--- src/rtl/onehot_pulse_dec3_8.sv ---
// Sequential 3-to-8 decoder: buffers indices in a FIFO and replays
// each one as a one-hot pulse held for PULSE_W cycles.
module onehot_pulse_dec3_8 #(
   parameter int PULSE_W = 4,
   parameter int DEPTH   = 4
) (
   input  logic       clk,
   input  logic       rst_n,
   input  logic       clr,
   input  logic       in_valid,
   input  logic [2:0] in_code,
   output logic       in_ready,
   output logic [7:0] y,
   output logic       y_valid,
   output logic       busy
);

   localparam int AW = $clog2(DEPTH);
   localparam logic [AW:0]   CNT_FULL = (AW+1)'(DEPTH);
   localparam logic [AW:0]   CNT_ONE  = (AW+1)'(1);
   localparam logic [AW-1:0] PTR_ONE  = AW'(1);
   localparam logic [3:0]    PW_LOAD  = 4'(PULSE_W - 1);

   typedef enum logic {IDLE, DRIVE} state_t;

   state_t        state;
   logic [2:0]    mem [DEPTH];
   logic [AW-1:0] wr_ptr;
   logic [AW-1:0] rd_ptr;
   logic [AW:0]   count;
   logic [3:0]    cnt;
   logic          push;
   logic          pop;

   function automatic logic [7:0] dec(input logic [2:0] c);
      dec    = 8'd0;
      dec[c] = 1'b1;
   endfunction

   // Ready looks only at registered count, so a same-cycle pop never
   // frees a slot for a push while full.
   assign in_ready = (count < CNT_FULL);
   assign push     = in_valid & in_ready & ~clr;
   assign pop      = (state == IDLE) & (count != '0) & ~clr;
   assign y_valid  = (state == DRIVE);
   assign busy     = (state != IDLE) | (count != '0);

   always_ff @(posedge clk) begin
      if (push) mem[wr_ptr] <= in_code;
   end

   always_ff @(posedge clk or negedge rst_n) begin
      if (!rst_n) begin
         state  <= IDLE;
         y      <= 8'd0;
         cnt    <= 4'd0;
         count  <= '0;
         wr_ptr <= '0;
         rd_ptr <= '0;
      end else if (clr) begin
         state  <= IDLE;
         y      <= 8'd0;
         cnt    <= 4'd0;
         count  <= '0;
         wr_ptr <= '0;
         rd_ptr <= '0;
      end else begin
         if (push) wr_ptr <= wr_ptr + PTR_ONE;
         if (pop)  rd_ptr <= rd_ptr + PTR_ONE;
         unique case ({push, pop})
            2'b10:   count <= count + CNT_ONE;
            2'b01:   count <= count - CNT_ONE;
            default: ;
         endcase
         unique case (state)
            IDLE: begin
               if (pop) begin
                  y     <= dec(mem[rd_ptr]);
                  cnt   <= PW_LOAD;
                  state <= DRIVE;
               end
            end
            DRIVE: begin
               if (cnt == 4'd0) begin
                  y     <= 8'd0;
                  state <= IDLE;
               end else begin
                  cnt <= cnt - 4'd1;
               end
            end
         endcase
      end
   end

endmodule
--- config.mk ---
export PLATFORM = sky130hd
export DESIGN_NAME = onehot_pulse_dec3_8
export DESIGN_NICKNAME = d
export VERILOG_FILES = /design/src/rtl/onehot_pulse_dec3_8.sv
export SDC_FILE = /design/constraint.sdc
export NUM_CORES = 1
export LEC_CHECK = 0
export ABC_CLOCK_PERIOD_IN_PS = 2500
export CAP_MARGIN = 20
export CORE_ASPECT_RATIO = 1.75
export CORE_UTILIZATION = 45
export CTS_CLUSTER_DIAMETER = 60
export DETAILED_ROUTE_END_ITERATION = 10
export PLACE_DENSITY = 0.67
export SYNTH_ARGS = -nofsm -noshare
export SYNTH_HDL_FRONTEND = slang
export SYNTH_SLANG_ARGS = --single-unit
--- constraint.sdc ---
create_clock -name clk -period 2.5 [get_ports clk]
set_clock_uncertainty 0.15 [all_clocks]
set_input_delay 0.375 -clock clk [delete_from_list [all_inputs] [get_ports clk]]
set_output_delay 0.375 -clock clk [all_outputs]
set_load 0.05 [all_outputs]
==> results.tsv <==
stage	metric	value	unit
grt	total track usage	0.186	
timing	Worst-Margin Slew	555	ps
routing	met2 WL post-DR	1.61	mm
clock_tree	total CTS buffers	5	
critical_path	Critical Path Start	y_valid	
critical_path	CP endpoint kind	output pin	
timing	Setup-failing EPs final	0	
grt	vias in the first global route	1029	
critical_path	worst path cell trace	clkdlybuf4s50_1	
finish	Multi-input gate area	649	sq um
timing	unrepaired setup endpoints after global routing	no	
floorplanning	row count	27	
floorplanning	initial core utilization	0.485	
critical_path	Buf/Inv on CP	1	
clock_tree	Post-CTS Repair Setup Buffers	0	
clock_tree	Root Buffer	clkbuf_8	
clock_tree	CTS tree	done	
timing	setup tns final	0	ps
logic_synthesis	sequential area share after synthesis	0.553	
finish	fillers	268	
grt	initial antenna violation count	0	
floorplanning	Die Span Y	79.8	um
critical_path	Worst Path Max Fanout	11	
grt	GRT overflow	0	
routing	DR top layer	met4	
logic_synthesis	number of synthesized flops with an enable pin	12	
clock_tree	Post-CTS Hold Buffers	0	
place	area post-placement	0.00181	sq mm
routing	Vias/cell	5.29	
finish	Layout area overhead	21.1	%
clock_tree	worst skew pair latency	280	ps
logic_synthesis	cell count after synthesis	120	
routing	Metal-1 WL	1.01	mm
power_and_ir_drop	PD cells	1130	mW/mm^2
routing	drt initial violations	24	
min_path	Tightest Hold Check Type	in -> async	
routing	Avg WL per Cell	14.6	um
clock_tree	Clock Tree Buf Depth	2	
critical_path	cell family with the largest share of critical-path delay	buffers and inverters	
critical_path	CP Class	reg -> out	
logic_synthesis	synthesized area per cell	13.0	sq um
routing	Routed met3 length	104	um
power_and_ir_drop	worst vdd ir	814	uV
logic_synthesis	Synth cell types	41	
clock_tree	Worst-path clk slew	60	ps
floorplanning	core area	0.00321	sq mm
timing	Slew Limit Fails	0	
clock_tree	H-Tree Depth	2	
job	Max Cap Viol	0	
finish	final cell count without fillers	190	
finish	share of layout cells above drive strength 1	0.190	
routing	DRC viols	0	
logic_synthesis	Primary FF master, synth	dfrtp_1	
place	Placed Cells	183	
clock_tree	clock sinks	32	
timing	relative slew slack	0.628	
floorplanning	Ports	18	
finish	commonest non-fill, non-tap cells in the layout	dfrtp_1, clkdlybuf4s50_1, nor2_1	
place	GPL Wtd Cong	0.755	
grt	first-pass GRT wire length	4.74	mm
finish	commonest non-fill, non-tap cell in the layout	dfrtp_1	
logic_synthesis	Mapped Nets	134	
logic_synthesis	FFs w/ async S/R, synth	0.625	
routing	final wirelength	2.77	mm
grt	largest net degree at the start of global routing	21	
finish	Layout Nets	161	
floorplanning	die width	46.4	um
floorplanning	die area	0.00370	sq mm
critical_path	r2r startpoint	count[0]	
timing	Final Cycle Share	0.918	
finish	FF/Latch Area	861	sq um
power_and_ir_drop	Leak	0.780	nW
critical_path	Max stage delay on crit path	890	ps
clock_tree	# resized after CTS	0	
place	Post-DP HPWL	2.15	mm
routing	router iterations before antenna repair	4	
timing	final hold violations	0	
outcome	outcome	finished clean	
critical_path	Worst EP required	1980	ps
finish	antenna diode instance count	0	
critical_path	element type at the critical path start	flip-flop	
place	PortBufs	17	
routing	DRT antenna net count	0	
logic_synthesis	synth warn	0	
routing	via count	1006	
finish	Final Cell Area	0.00188	sq mm
timing	highest clock rate	436	MHz
critical_path	WP data arrival	1770	ps
logic_synthesis	flops & latches, synth	32	
critical_path	CP max stage cell	clkdlybuf4s50_1	
timing	final worst path period need	2300	ps
logic_synthesis	Synth Cell Area	0.00156	sq mm
[cell usage after synthesis (all sizes together) (2+ instances only)]
| cell type | instances | area [sq um] |
|---|---|---|
| dfrtp | 20 | 500 |
| nor2 | 15 | 58.8 |
| edfxtp | 12 | 360 |
| inv | 8 | 30.0 |
| a22o | 6 | 52.6 |
| ha | 6 | 75.1 |
| a21oi | 4 | 20.0 |
| and3 | 4 | 25.0 |
| nor3 | 4 | 30.0 |
| nor3b | 4 | 51.3 |
| xnor2 | 4 | 42.6 |
| mux4 | 3 | 67.6 |
| nand2 | 3 | 11.3 |
| o21ai | 3 | 15.0 |
| a211oi | 2 | 27.5 |
| a32o | 2 | 20.0 |
| clkbuf | 2 | 7.51 |
| mux2 | 2 | 26.3 |
| nand2b | 2 | 12.5 |
| nor2b | 2 | 12.5 |
| nor4 | 2 | 18.8 |
[metrics by stage]
| stage | utilization | hold WS (ps) | power (mW) | setup slack [ps] |
|---|---|---|---|---|
| finish | 0.587 | 291 | 2.14 | 204 |
| global route | 0.587 | 309 | 2.29 | 82.1 |
| global placement | 0.563 | 327 | 1.75 | 299 |
| floorplan | - | -70.6 | 1.51 | 330 |
| CTS | 0.587 | 293 | 2.16 | 200 |
| detailed placement | 0.563 | 339 | 1.80 | 214 |
[power by group]
part | leakage (nW) | internal (mW) | switching [mW]
logic | 0.361 | 0.440 | 0.564
registers | 0.380 | 0.641 | 0.136
clock network | 0.0391 | 0.183 | 0.172
[layout make-up]
class	instances	share of cell area
Clock inverter	2	0.00399
Timing Repair Buffer	23	0.113
Sequential cell	32	0.457
Multi-Input combinational cell	77	0.345
Clock buffer	5	0.0365
Tap cell	43	0.0286
Inverter	8	0.0159
[worst paths after layout]
path                       endpoint  cells after the start  slack, ps
hold reg to reg                y[1]                      1        350
min in group clk               y[1]                      1        350
setup reg to reg           count[2]                      7        230
max in group asynchronous    cnt[3]                      2       1700
setup / recovery            y_valid                      1        200
hold / removal                 y[1]                      2        290
[per-layer routing]
| metal | vias to the layer above | global-route usage |
|---|---|---|
| met2 | 26 | 0.322 |
| met1 | 491 | 0.199 |
| met5 | - | 0 |
| met4 | 0 | 0.0882 |
| met3 | 4 | 0.0407 |
| li1 | 485 | - |
[logic make-up after synthesis]
family / after synthesis / share of synthesized area
buffers and inverters: 11 / 0.0290
XOR/XNOR: 4 / 0.0274
AO/OA/AOI/OAI: 22 / 0.110
multiplexers: 6 / 0.0668
flip-flops: 32 / 0.554
adder cells (fa/ha/maj): 7 / 0.0611
AND/OR/NAND/NOR: 38 / 0.152
[sequential cells by signal, indices dropped and copies added, names as in the netlist]
| signal | count |
|---|---|
| cnt | 4 |
| count | 3 |
| mem | 12 |
| rd_ptr | 2 |
| wr_ptr | 2 |
| y | 8 |
| y_valid | 1 |
No activity file was read; power rests on OpenSTA's default activity.
